### src/rtl/uart_tx_arbiter_pkg.sv
`default_nettype none
// ============================================================================
//  Module   : uart_tx_arbiter_pkg
//  Purpose  : Shared definitions for the UART transmit arbiter: FSM state
//             encoding (one-hot, 3 bits) and the default byte width.
//  Revision : 1.0  initial release
// ============================================================================
package uart_tx_arbiter_pkg;

    localparam int c_NB_DATA = 8;

    localparam logic [2:0] c_ST_IDLE = 3'b001;
    localparam logic [2:0] c_ST_LOAD = 3'b010;
    localparam logic [2:0] c_ST_SEND = 3'b100;

    typedef enum logic [2:0] {
        ST_IDLE = c_ST_IDLE,
        ST_LOAD = c_ST_LOAD,
        ST_SEND = c_ST_SEND
    } state_t;

endpackage
`default_nettype wire

### src/rtl/uart_tx_arbiter_rr_arbiter.sv
`default_nettype none
// ============================================================================
//  Module   : uart_tx_arbiter_rr_arbiter
//  Purpose  : Combinational round-robin picker. The request vector is rotated
//             so that index i_ptr lands at bit 0, the lowest set bit is taken,
//             and the one-hot result is rotated back.
//  Ports    : i_req  [N_REQ]   request vector
//             i_ptr  [NB_PTR]  index with highest priority (0..N_REQ-1)
//             o_gnt  [N_REQ]   one-hot grant, 0 when no request
//             o_any            at least one request present
//  Revision : 1.0  initial release
// ============================================================================
module uart_tx_arbiter_rr_arbiter #(
    parameter int N_REQ  = 3,
    parameter int NB_PTR = 2
) (
    input  logic [N_REQ-1:0]  i_req,
    input  logic [NB_PTR-1:0] i_ptr,
    output logic [N_REQ-1:0]  o_gnt,
    output logic              o_any
);

    logic [N_REQ-1:0] w_req_rot;
    logic [N_REQ-1:0] w_gnt_rot;
    logic             w_found;

    always_comb begin
        // Rotate right by i_ptr: original index (i_ptr + k) mod N_REQ -> bit k.
        w_req_rot = N_REQ'({i_req, i_req} >> i_ptr);

        w_gnt_rot = '0;
        w_found   = 1'b0;
        for (int k = 0; k < N_REQ; k++) begin
            if (w_req_rot[k] && !w_found) begin
                w_gnt_rot[k] = 1'b1;
                w_found      = 1'b1;
            end
        end

        // Rotate left by i_ptr to return to requester numbering.
        o_gnt = N_REQ'(({w_gnt_rot, w_gnt_rot} << i_ptr) >> N_REQ);
        o_any = |i_req;
    end

endmodule
`default_nettype wire

### src/rtl/uart_tx_arbiter.sv
`default_nettype none
// ============================================================================
//  Module   : uart_tx_arbiter
//  Purpose  : Shares one uart_tx among N_REQ byte requesters. Requesters are
//             granted round-robin; a multi-byte frame keeps the grant locked
//             until its last byte or until MAX_FRAME bytes have been sent.
//  Ports    : i_clock, i_reset          clock, synchronous active-high reset
//             i_req_valid/data/last     per-requester byte offer
//             o_req_ready               per-requester accept (in LOAD)
//             o_tx_start, o_tx_data     to uart_tx
//             i_tx_done                 end-of-byte pulse from uart_tx
//             o_grant                   one-hot current owner
//             o_busy                    FSM not in IDLE
//  Revision : 1.0  initial release
// ============================================================================
module uart_tx_arbiter
    import uart_tx_arbiter_pkg::*;
#(
    parameter int NB_DATA      = c_NB_DATA,
    parameter int N_REQ        = 3,
    parameter int MAX_FRAME    = 16,
    parameter int NB_FRAME_CNT = $clog2(MAX_FRAME + 1)
) (
    input  logic                     i_clock,
    input  logic                     i_reset,
    input  logic [N_REQ-1:0]         i_req_valid,
    input  logic [N_REQ*NB_DATA-1:0] i_req_data,
    input  logic [N_REQ-1:0]         i_req_last,
    output logic [N_REQ-1:0]         o_req_ready,
    output logic                     o_tx_start,
    output logic [NB_DATA-1:0]       o_tx_data,
    input  logic                     i_tx_done,
    output logic [N_REQ-1:0]         o_grant,
    output logic                     o_busy
);

    localparam int NB_PTR = (N_REQ > 1) ? $clog2(N_REQ) : 1;

    state_t                  r_state;
    state_t                  w_state_next;
    logic [N_REQ-1:0]        r_grant;
    logic                    r_lock;
    logic [NB_FRAME_CNT-1:0] r_frame_cnt;
    logic [NB_PTR-1:0]       r_ptr;
    logic                    r_tx_start;
    logic [NB_DATA-1:0]      r_tx_data;

    logic [N_REQ-1:0]        w_cand;
    logic [N_REQ-1:0]        w_pick;
    logic                    w_any;
    logic [NB_DATA-1:0]      w_sel_data;
    logic                    w_sel_last;
    logic                    w_sel_valid;
    logic [NB_PTR-1:0]       w_owner;
    logic [NB_PTR-1:0]       w_ptr_next;
    logic                    w_release;

    // While a frame is locked only the owner may compete, so the picker can
    // only return the owner (or nothing while the owner is idle).
    assign w_cand = r_lock ? (i_req_valid & r_grant) : i_req_valid;

    uart_tx_arbiter_rr_arbiter #(
        .N_REQ  (N_REQ),
        .NB_PTR (NB_PTR)
    ) u_rr (
        .i_req  (w_cand),
        .i_ptr  (r_ptr),
        .o_gnt  (w_pick),
        .o_any  (w_any)
    );

    // Owner-side view of the request inputs, selected by the one-hot grant.
    always_comb begin
        w_sel_data = '0;
        w_sel_last = 1'b0;
        w_owner    = '0;
        for (int k = 0; k < N_REQ; k++) begin
            if (r_grant[k]) begin
                w_sel_data = i_req_data[k*NB_DATA +: NB_DATA];
                w_sel_last = i_req_last[k];
                w_owner    = NB_PTR'(k);
            end
        end
        w_sel_valid = |(i_req_valid & r_grant);
        w_ptr_next  = (w_owner == NB_PTR'(N_REQ - 1)) ? '0 : w_owner + NB_PTR'(1);
        w_release   = ~r_lock | (r_frame_cnt == NB_FRAME_CNT'(MAX_FRAME));
    end

    // Next-state and combinational outputs
    always_comb begin
        w_state_next = r_state;
        o_req_ready  = '0;
        case (r_state)
            ST_IDLE: begin
                if (w_any) w_state_next = ST_LOAD;
            end
            ST_LOAD: begin
                o_req_ready  = r_grant;
                w_state_next = w_sel_valid ? ST_SEND : ST_IDLE;
            end
            ST_SEND: begin
                if (i_tx_done) w_state_next = ST_IDLE;
            end
            default: w_state_next = ST_IDLE;
        endcase
    end

    always_ff @(posedge i_clock) begin
        if (i_reset) begin
            r_state     <= ST_IDLE;
            r_grant     <= '0;
            r_lock      <= 1'b0;
            r_frame_cnt <= '0;
            r_ptr       <= '0;
            r_tx_start  <= 1'b0;
            r_tx_data   <= '0;
        end else begin
            r_state <= w_state_next;
            case (r_state)
                ST_IDLE: begin
                    if (w_any) r_grant <= w_pick;
                end
                ST_LOAD: begin
                    if (w_sel_valid) begin
                        r_tx_data   <= w_sel_data;
                        r_tx_start  <= 1'b1;
                        r_frame_cnt <= r_frame_cnt + NB_FRAME_CNT'(1);
                        r_lock      <= ~w_sel_last;
                    end else if (!r_lock) begin
                        // Requester withdrew before being served: nobody owns
                        // the transmitter, pointer stays where it was.
                        r_grant <= '0;
                    end
                end
                ST_SEND: begin
                    r_tx_start <= 1'b0;
                    if (i_tx_done && w_release) begin
                        r_lock      <= 1'b0;
                        r_frame_cnt <= '0;
                        r_grant     <= '0;
                        r_ptr       <= w_ptr_next;
                    end
                end
                default: ;
            endcase
        end
    end

    assign o_tx_start = r_tx_start;
    assign o_tx_data  = r_tx_data;
    assign o_grant    = r_grant;
    assign o_busy     = (r_state != ST_IDLE);

endmodule
`default_nettype wire

### config.mk
export PLATFORM = sky130hd
export DESIGN_NAME = uart_tx_arbiter
export DESIGN_NICKNAME = d
export VERILOG_FILES = /design/src/rtl/uart_tx_arbiter_pkg.sv /design/src/rtl/uart_tx_arbiter_rr_arbiter.sv /design/src/rtl/uart_tx_arbiter.sv
export SDC_FILE = /design/constraint.sdc
export NUM_CORES = 1
export LEC_CHECK = 0
export CORE_AREA = 4 4 60 89
export DETAILED_ROUTE_END_ITERATION = 10
export DIE_AREA = 0 0 64 93
export DONT_BUFFER_PORTS = 1
export MAX_ROUTING_LAYER = met4
export PLACE_DENSITY_LB_ADDON = 0.08
export SLEW_MARGIN = 20
export SYNTH_ARGS = -nofsm -noshare
export SYNTH_HDL_FRONTEND = slang
export SYNTH_SLANG_ARGS = --single-unit
### constraint.sdc
create_clock -name i_clock -period 1.9 [get_ports i_clock]
set_clock_uncertainty 0.1 [all_clocks]
set_input_delay 0.57 -clock i_clock [delete_from_list [all_inputs] [get_ports i_clock]]
set_output_delay 0.57 -clock i_clock [all_outputs]
set_load 0.02 [all_outputs]
==> impl_metrics.tcl, run 1 <==
set metrics [dict create \
    clock_path_buffers 2 \
    synth.mux.area_fraction_pct 2.28 \
    clockRootBuffer "clkbuf_8" \
    rsz0062_at_grt "true" \
    hold_viol_final 0 \
    die-height_microns 93 \
    portBuffers 0 \
    cts.sinks 23 \
    synth_fa_ha_area_share_pct 1.90 \
    yosysUniqueCellTypes 35 \
    globalplace.congestion 0.774 \
    grt_overflow 0 \
    num_rows 30 \
    htree_levels 1 \
    grt_max_degree 26 \
    fin_crit_sh_pct 99.5 \
    ir_drop_uv 250 \
    r2r_end "o_grant[2]" \
    hold_buffers 0 \
    synth_nets 198 \
    max_slew_margin_pct 78.5 \
    synth-compound-area-share_pct 24.0 \
    critPathMaxFanout 4 \
    cp-start-kind "flop" \
    drtIter0Drc 45 \
    worst_hold_path_type "primary input to flop" \
    required_ns 1.94 \
    worstSetupPathType "flop to flop" \
    layout-drive-gt1-share_pct 22.3 \
    ys_seq_elements 23 \
    r2r_cells 4 \
    reg2reg_slack_ns 0.009 \
    crit_start "r_state[1]" \
    synth_top_cell_area_share_pct 35.0 \
    clkLatencyLatePin_ns 0.26 \
    clkSlewWorstSetupHoldPaths_ns 0.08 \
    nNetsFinal 215 \
    cp-endpoint "o_grant[2]" \
    vias_per_cell 5.19 \
    arrival_ns 1.93 \
    grt_pass1_wl_mm 6.38 \
    utilization_pct 36.0 \
    yosys_warnings 0 \
    synth_seq_area_share_pct 35.0 \
    die_x_microns 64 \
    hold_slack_ns 0.263 \
    cts_tree "yes" \
    finalSetupViolCount 0 \
    numCtsBuffers 3 \
    wl_mm 3.83 \
    worstReg2RegStart "r_state[1]" \
    syn_inst 163 \
    vias 1261 \
    crit_slowest_cell "a221o_1" \
    synth_top_family_by_area "simple AND/OR/NAND/NOR gates" \
    drc 0 \
    grt_util_all_layers_pct 13.8 \
    core_area_sq_um 4540 \
    path_delay_family "compound AO/OA/AOI/OAI gates" \
    synthToLayoutAreaGrowth_pct 24.5 \
    yosysTopAreaCell "dfxtp_1" \
    cp-end-kind "flop" \
    yosys.area_share.simple_pct 29.0 \
    synth_area_sq_um 1320 \
    fin_cells 243 \
    async_flop_share_pct 0 \
    die_area_sq_um 5950 \
    grt_pass1_vias 1320 \
    path_buf_inv 0 \
    crit_chain "or3b_4 > a211o_4 > a221o_1 > mux2i_1" \
    wl_per_cell_microns 15.8 \
    tightestPinTransition_ns 0.322 \
    ant_nets 0 \
    synth_area_per_cell_sq_um 8.07 \
    max_stage_delay_ns 0.42 \
    synth_area_leaders "dfxtp_1 (35%), nand2b_1 (8.1%), a221o_1 (6.9%)" \
    antenna_found_initial 0 \
    p_leak_nw 0.561 \
    io_pins 49 \
    first_pass_iters 4 \
    slew_violations 0 \
    antenna_cells 0 \
    synth_xor_area_share_pct 2.66 \
    maxCapViolCount 0 \
    dp.cells 232 \
    max_freq_ghz 0.529 \
    synth-edff-count 0 \
    synthFlopType "dfxtp_1" \
    cp.depth 4 \
    initial_utilization_pct 29.0 \
    min_period_ns 1.89 \
    power_density_nw_per_um2 646 \
    fillers 487 \
    status "complete, no violations" \
    hpwlAfterDp_mm 2.89 \
]
## layout make-up
class	count	area, sq um	share of cell area (%)
tap	64	80.1	4.89
inverter	8	30.0	1.83
sequential	23	470	28.7
multi-input combinational	122	830	50.7
timing repair buffer	22	181	11.1
clock buffer	4	45.0	2.75
## report_power, final
part           switching (mW)  total [mW]  internal [mW]  leakage (nW)
Combinational           0.116       0.239          0.122         0.350
Clock                   0.156       0.306          0.150        0.0228
Sequential             0.0150       0.513          0.498         0.188
Total                   0.288        1.06          0.769         0.561
## layout by cell type, fill, tap and decap left out, types with 2 or more instances in the layout
cell	netlist	routed
a211oi_1	2	2
a21oi_1	17	17
a221o_1	9	9
a22oi_1	2	2
a32oi_1	2	2
and2_1	5	2
and2_4	0	3
buf_4	0	20
clkbuf_8	0	3
dfxtp_1	23	19
dfxtp_2	0	2
dfxtp_4	0	2
inv_1	8	6
inv_2	0	2
mux2i_1	3	3
nand2_1	15	15
nand2b_1	17	17
nand3_1	13	13
nor2_1	7	7
nor2b_1	2	2
nor3_1	2	2
nor3b_4	0	2
o2111ai_1	2	2
o211ai_1	2	2
o21ai_0	2	2
xnor2_1	3	3
## state kept, by name, indices dropped and copies added, names as in the netlist
signal	flops
o_tx_start	1
o_tx_data	8
o_grant	3
r_state	3
r_ptr	2
r_lock	1
r_frame_cnt	5
## how the worst min path moves through the flow
stage	from	endpoint	slack (ns)	cells after the start
3_3_place_gp	r_ptr[0]	r_ptr[0]	0.39	2
2_1_floorplan	r_ptr[1]	r_ptr[1]	0.35	2
5_1_grt	i_reset	o_tx_data[5]	0.25	1
3_5_place_dp	r_ptr[0]	r_ptr[0]	0.40	2
6_report	i_reset	r_frame_cnt[0]	0.26	1
4_1_cts	i_reset	o_tx_data[0]	0.26	1
## per-layer routing
layer / global-route usage [%] / part of all wire, % / vias up
met5: - / 0 / -
met4: 3.96 / 1.1 / 0
met3: 2.88 / 5.3 / 4
met2: 23.2 / 51 / 43
met1: 16.5 / 43 / 598
li1: - / - / 616
## kinds of logic (layout without fill, tap and decap cells)
group           Yosys count  count (layout)
fa+ha+maj                 2               2
mux                       3               3
buf+inv                  18              34
flops                    23              23
xor+xnor                  4               4
compound gates           43              43
simple gates             70              70
## metrics by stage
| stage | worst slack (ns) | TNS [ns] | total power, mW | instance area (sq um) |
|---|---|---|---|---|
| global placement | 0.0921 | 0 | 0.724 | 1480 |
| floorplan | 0.0412 | 0 | 0.665 | 1320 |
| finish | 0.00923 | 0 | 1.06 | 1640 |
| global route | -0.0464 | -0.165 | 1.12 | 1640 |
| detailed placement | 0.0406 | 0 | 0.725 | 1480 |
| CTS | -0.0116 | -0.0423 | 1.04 | 1540 |
## timing repair
| action | in CTS | in global routing |
|---|---|---|
| resized for setup | 5 | 16 |
| setup endpoints to repair | 4 | 9 |
| endpoints found under the hold margin | 0 | 0 |
| buffers inserted | 0 | 7 |
| pin swaps | 0 | 6 |
## worst register-to-register path, delay by kind of cell (launching register included)
kind | cells | cell delay [ns]
muxes | 1 | 0.15
and+or+nand+nor | 1 | 0.41
DFF | 1 | 0.36
AOI/OAI and AO/OA | 2 | 0.75
## cells in the mapped netlist, types with 3 or more instances
cell type and n:
xnor2_1 3, nor3b_1 3, a21oi_1 17, nand3_1 13
nor2_1 7, inv_1 8, clkbuf_1 9, nand2b_1 17
a221o_1 9, nand2_1 15, and2_1 5, dfxtp_1 23
mux2i_1 3
No activity file was read; power rests on OpenSTA's default activity.
==> run 2: changes to the inputs <==
--- a/config.mk
+++ b/config.mk
@@ -6,6 +6,7 @@
 export NUM_CORES = 1
 export LEC_CHECK = 0
 export CORE_AREA = 4 4 60 89
+export CTS_BUF_LIST = sky130_fd_sc_hd__clkbuf_4
 export DETAILED_ROUTE_END_ITERATION = 10
 export DIE_AREA = 0 0 64 93
 export DONT_BUFFER_PORTS = 1
==> impl_metrics.tcl, run 2 (synthesis results as in run 1) <==
set metrics [dict create \
    status "finished with violations" \
    failed_checks "setup timing" \
    synthToLayoutAreaGrowth_pct 22.0 \
    drtIter0Drc 31 \
    layout_setup_ws_ns -0.0141 \
    globalplace.congestion 0.774 \
    cp-start-kind "flop" \
    combPwrFrac_pct 23.4 \
    vias_per_cell 5.18 \
    die_x_microns 64 \
    drc 0 \
    rsz0062_at_grt "true" \
    min_period_ns 1.91 \
    p_sw_share_pct 27.9 \
    crit_slowest_cell "a221o_1" \
    grt_overflow 0 \
    p_int_mw 0.714 \
    first_pass_iters 4 \
    io_pins 49 \
    p_seq_share_pct 52.2 \
    maxCapViolCount 0 \
    dp.cells 232 \
    max_freq_ghz 0.522 \
    finalSetupViolCount 1 \
    regArea_sq_um 470 \
    cts_tree "yes" \
    clkSlewWorstSetupHoldPaths_ns 0.13 \
    max_slew_margin_pct 78.9 \
    max_stage_delay_ns 0.42 \
    critPathMaxFanout 6 \
    antenna_cells 0 \
    antenna_found_initial 0 \
    power_switching_mw 0.276 \
    tightestPinTransition_ns 0.317 \
    layout_commonest_cell "dfxtp_1" \
    die_area_sq_um 5950 \
    clock_path_buffers 2 \
    r2r_cells 4 \
    fin_crit_sh_pct 101 \
    vias 1249 \
    portBuffers 0 \
    fin_cells 241 \
    numCtsBuffers 3 \
    power_mw 0.989 \
    crit_chain "or3b_4 > a211o_4 > a221o_1 > mux2i_1" \
    initial_utilization_pct 29.0 \
    num_rows 30 \
    htree_levels 1 \
    power_density_nw_per_um2 617 \
    worstReg2RegStart "r_state[1]" \
    wl_mm 3.76 \
    worst_hold_path_type "primary input to flop" \
    grt_pass1_wl_mm 6.46 \
    layout-drive-gt1-share_pct 22.0 \
    mostFrequentLayoutCells "dfxtp_1 (19), nand2b_1 (17), a21oi_1 (17), buf_4 (16), nand2_1 (15)" \
    grt_max_degree 26 \
    largest_reg_flops 8 \
    cts.sinks 23 \
    grt_util_all_layers_pct 14.0 \
    p_leak_nw 0.546 \
    hold_viol_final 0 \
    setup_tns_ns -0.0141 \
    hold_slack_ns 0.212 \
    required_ns 2.00 \
    cp-end-kind "flop" \
    reg2reg_slack_ns -0.01 \
    worstSetupPathType "flop to flop" \
    clockPowerShare_pct 24.4 \
    fillers 494 \
    die-height_microns 93 \
    arrival_ns 2.01 \
    cp-endpoint "o_grant[2]" \
    nNetsFinal 213 \
    grt_pass1_vias 1336 \
    clockRootBuffer "clkbuf_4" \
    multi_input_area_sq_um 820 \
    hpwlAfterDp_mm 2.89 \
    dp_worst_setup_slack_ns 0.0406 \
    core_area_sq_um 4540 \
    slew_violations 0 \
    clkLatencyLatePin_ns 0.30 \
    ir_drop_uv 222 \
    r2r_end "o_grant[2]" \
    crit_start "r_state[1]" \
    wl_per_cell_microns 15.6 \
    ant_nets 0 \
]
-- run 2: cell types whose count changed in the layout (fill, tap and decap cells not counted) --
| cell | previous run | this run |
|---|---|---|
| buf_4 | 20 | 16 |
| clkbuf_4 | 0 | 4 |
| clkbuf_8 | 3 | 0 |
| buf_6 | 1 | 3 |
| clkbuf_1 | 1 | 0 |
| ha_2 | 0 | 1 |
| ha_4 | 1 | 0 |
-- run 2: final cells by class --
cell class / instances / area share, %
multi-input combinational: 122 / 51.1
sequential: 23 / 29.3
timing repair buffer: 20 / 10.8
tap: 64 / 4.99
clock buffer: 4 / 1.87
inverter: 8 / 1.87
-- run 2: per-stage QoR --
stage	utilization [%]	area (sq um)
2_1_floorplan	-	1320
3_3_place_gp	32.6	1480
3_5_place_dp	32.6	1480
4_1_cts	34.6	1570
5_1_grt	35.3	1600
6_report	35.3	1600
-- run 2: how the worst min path moves through the flow --
| stage | end | start | cells past startpoint |
|---|---|---|---|
| 3_5_place_dp | r_ptr[0] | r_ptr[0] | 2 |
| 2_1_floorplan | r_ptr[1] | r_ptr[1] | 2 |
| 4_1_cts | o_tx_data[6] | i_reset | 1 |
| 5_1_grt | o_tx_data[7] | i_reset | 1 |
| 6_report | r_frame_cnt[0] | i_reset | 1 |
| 3_3_place_gp | r_ptr[0] | r_ptr[0] | 2 |
-- run 2: critical path: cells and delay by family (launching register included) --
kind | cells | cell delay [ns]
mux | 1 | 0.15
simple gates | 1 | 0.41
compound gates | 2 | 0.75
flops | 1 | 0.39
-- run 2: power by group through the flow --
| stage | clock (mW) | sequential, mW | combinational (mW) |
|---|---|---|---|
| floorplan | 0 | 0.528 | 0.137 |
| global placement | 0 | 0.521 | 0.203 |
| detailed placement | 0 | 0.521 | 0.204 |
| CTS | 0.259 | 0.516 | 0.223 |
| global route | 0.284 | 0.520 | 0.256 |
| finish | 0.241 | 0.516 | 0.232 |
-- run 2: routing by layer --
metal,global-route usage [%],vias to the layer above,wire [microns]
met5,-,-,0
met4,3.96,0,46
met3,2.88,4,197
met2,23.4,43,1900
met1,16.8,588,1620
li1,-,614,-
-- run 2: timing repair --
item / in CTS / in global routing
endpoints found under the hold margin: 0 / 0
hold buffers: 0 / 0
resized for setup: 15 / 7
pin swaps: 4 / 6
endpoints found under the setup margin: 4 / 7
buffers inserted: 3 / 2
==> run 3: changes to the inputs <==
--- a/config.mk
+++ b/config.mk
@@ -5,14 +5,15 @@
 export SDC_FILE = /design/constraint.sdc
 export NUM_CORES = 1
 export LEC_CHECK = 0
-export CORE_AREA = 4 4 60 89
+export CORE_AREA = 4 4 60 90
 export CTS_BUF_LIST = sky130_fd_sc_hd__clkbuf_4
 export DETAILED_ROUTE_END_ITERATION = 10
-export DIE_AREA = 0 0 64 93
+export DIE_AREA = 0 0 64 94
 export DONT_BUFFER_PORTS = 1
 export MAX_ROUTING_LAYER = met4
 export PLACE_DENSITY_LB_ADDON = 0.08
 export SLEW_MARGIN = 20
 export SYNTH_ARGS = -nofsm -noshare
 export SYNTH_HDL_FRONTEND = slang
+export SYNTH_HIERARCHICAL = 1
 export SYNTH_SLANG_ARGS = --single-unit
==> constraint.sdc (replaced) <==
create_clock -name i_clock -period 1.93 [get_ports i_clock]
set_clock_uncertainty 0.1 [all_clocks]
set_input_delay 0.579 -clock i_clock [delete_from_list [all_inputs] [get_ports i_clock]]
set_output_delay 0.579 -clock i_clock [all_outputs]
set_load 0.02 [all_outputs]
==> impl_metrics.tcl, run 3 <==
set metrics [dict create \
    crit_chain "nand2b_4 > buf_6 > nor3_2 > buf_4" \
    path_delay_family "flip-flops" \
    grt_overflow 0 \
    vias_per_cell 5.29 \
    path_buf_inv 2 \
    critPathMaxFanout 5 \
    cp-end-kind "output pin" \
    synth_top_cell_area_share_pct 33.9 \
    num_rows 31 \
    dp.cells 238 \
    arrival_ns 1.24 \
    io_pins 49 \
    cts_tree "yes" \
    status "complete, no violations" \
    grt_max_degree 17 \
    power_density_nw_per_um2 574 \
    fillers 477 \
    die_x_microns 64 \
    clkLatencyLatePin_ns 0.32 \
    numCtsBuffers 3 \
    nNetsFinal 215 \
    finalSetupViolCount 0 \
    synthFlopType "dfxtp_1" \
    htree_levels 1 \
    clockRootBuffer "clkbuf_4" \
    largest_reg_flops 8 \
    worstSetupPathType "flop to output pin" \
    vias 1295 \
    clock_path_buffers 2 \
    portBuffers 0 \
    worst_hold_path_type "primary input to flop" \
    wl_per_cell_microns 16.5 \
    cts.sinks 23 \
    drc 0 \
    hold_slack_ns 0.205 \
    layout_commonest_cell "buf_4" \
    max_stage_delay_ns 0.38 \
    utilization_pct 36.6 \
    cp-start-kind "flop" \
    fin_crit_sh_pct 99.3 \
    grt_pass1_vias 1285 \
    synth-edff-count 0 \
    synthTopCellsByCount "dfxtp_1 (23), nand2_1 (19), a21oi_1 (12), inv_1 (9)" \
    yosysMostFrequentCell "dfxtp_1" \
    die_area_sq_um 6020 \
    synth_area_leaders "dfxtp_1 (34%), a221o_1 (5.9%), nand2_1 (5.2%)" \
    dp_worst_setup_slack_ns -0.0824 \
    hold_viol_final 0 \
    postLayoutCellArea_sq_um 1720 \
    regArea_sq_um 472 \
    required_ns 1.25 \
    antenna_found_initial 0 \
    layout-drive-gt1-share_pct 29.6 \
    mostFrequentLayoutCells "buf_4 (20), nand2_1 (19), dfxtp_1 (18), a21oi_1 (12), inv_1 (9)" \
    max_slew_margin_pct 59.0 \
    die-height_microns 94 \
    async_flop_share_pct 0 \
    grt_pass1_wl_mm 6.45 \
    antenna_cells 0 \
    syn_inst 159 \
    layout_setup_ws_ns 0.0128 \
    power_mw 0.986 \
    tightestPinTransition_ns 0.615 \
    yosysTopAreaCell "dfxtp_1" \
    synthToLayoutAreaGrowth_pct 26.2 \
    max_freq_ghz 0.522 \
    first_pass_iters 4 \
    slew_violations 0 \
    ys_seq_elements 23 \
    crit_slowest_cell "dfxtp_4" \
    p_leak_nw 0.622 \
    globalplace.congestion 0.797 \
    hpwlAfterDp_mm 3.10 \
    ir_drop_uv 188 \
    synth_nets 194 \
    core_area_sq_um 4690 \
    ant_nets 0 \
    grt_util_all_layers_pct 13.9 \
    synth_area_sq_um 1360 \
    min_period_ns 1.92 \
    synth_seq_area_share_pct 33.9 \
    yosys_warnings 6 \
    yosysUniqueCellTypes 46 \
    fin_cells 245 \
    setup_tns_ns 0 \
    drtIter0Drc 71 \
    synth_area_per_cell_sq_um 8.55 \
    maxCapViolCount 0 \
    placed_area_sq_um 1570 \
    multi_input_area_sq_um 890 \
    clkSlewWorstSetupHoldPaths_ns 0.14 \
    rsz0062_at_grt "true" \
    initial_utilization_pct 29.0 \
    wl_mm 4.03 \
]
## run 3: final timing paths
check | depth (start not counted) | slack, ns | start | endpoint
setup / recovery | 4 | 0.01 | r_state[2] | o_req_ready[0]
hold / removal | 1 | 0.21 | i_reset | o_tx_data[1]
setup reg to reg | 4 | 0.08 | r_lock | o_grant[2]
hold reg to reg | 2 | 0.40 | r_frame_cnt[4] | r_frame_cnt[4]
## run 3: power breakdown
part           leakage (nW)  internal, mW  switching [mW]
sequential            0.189         0.488          0.0201
clock                0.0177        0.0775           0.159
combinational         0.415         0.111           0.129
total                 0.622         0.677           0.308
## run 3: per-layer routing
| layer | wire length [microns] | global-route usage, % | up-vias |
|---|---|---|---|
| li1 | - | - | 635 |
| met1 | 1560 | 15.0 | 608 |
| met2 | 2170 | 26.0 | 48 |
| met3 | 257 | 2.63 | 4 |
| met4 | 42 | 3.24 | 0 |
| met5 | 0 | - | - |
## run 3: layout make-up
cell class | count | share of cell area (%)
multi-input cells | 117 | 51.8
flip-flops and latches | 23 | 27.5
well taps | 66 | 4.81
clock inverters | 1 | 0.292
repair buffers | 25 | 12.0
inverters | 10 | 2.26
clock buffers | 3 | 1.31
## run 3: repair_timing
action | in CTS | in global routing
pin swaps | 0 | 2
setup buffers | 2 | 1
setup endpoints to repair | 4 | 9
resized for setup | 11 | 12
hold buffers | 0 | 0
## run 3: kinds of logic (layout without fill, tap and decap cells)
| logic type | after synthesis | in the layout | synth area share [%] |
|---|---|---|---|
| AOI/OAI and AO/OA | 49 | 49 | 28.0 |
| xor gates and xnor gates | 2 | 2 | 1.29 |
| adders and majority gates | 2 | 2 | 1.84 |
| buffers and inverters | 19 | 39 | 6.35 |
| DFF | 23 | 23 | 33.9 |
| muxes | 7 | 7 | 5.15 |
| and+or+nand+nor | 57 | 57 | 23.6 |
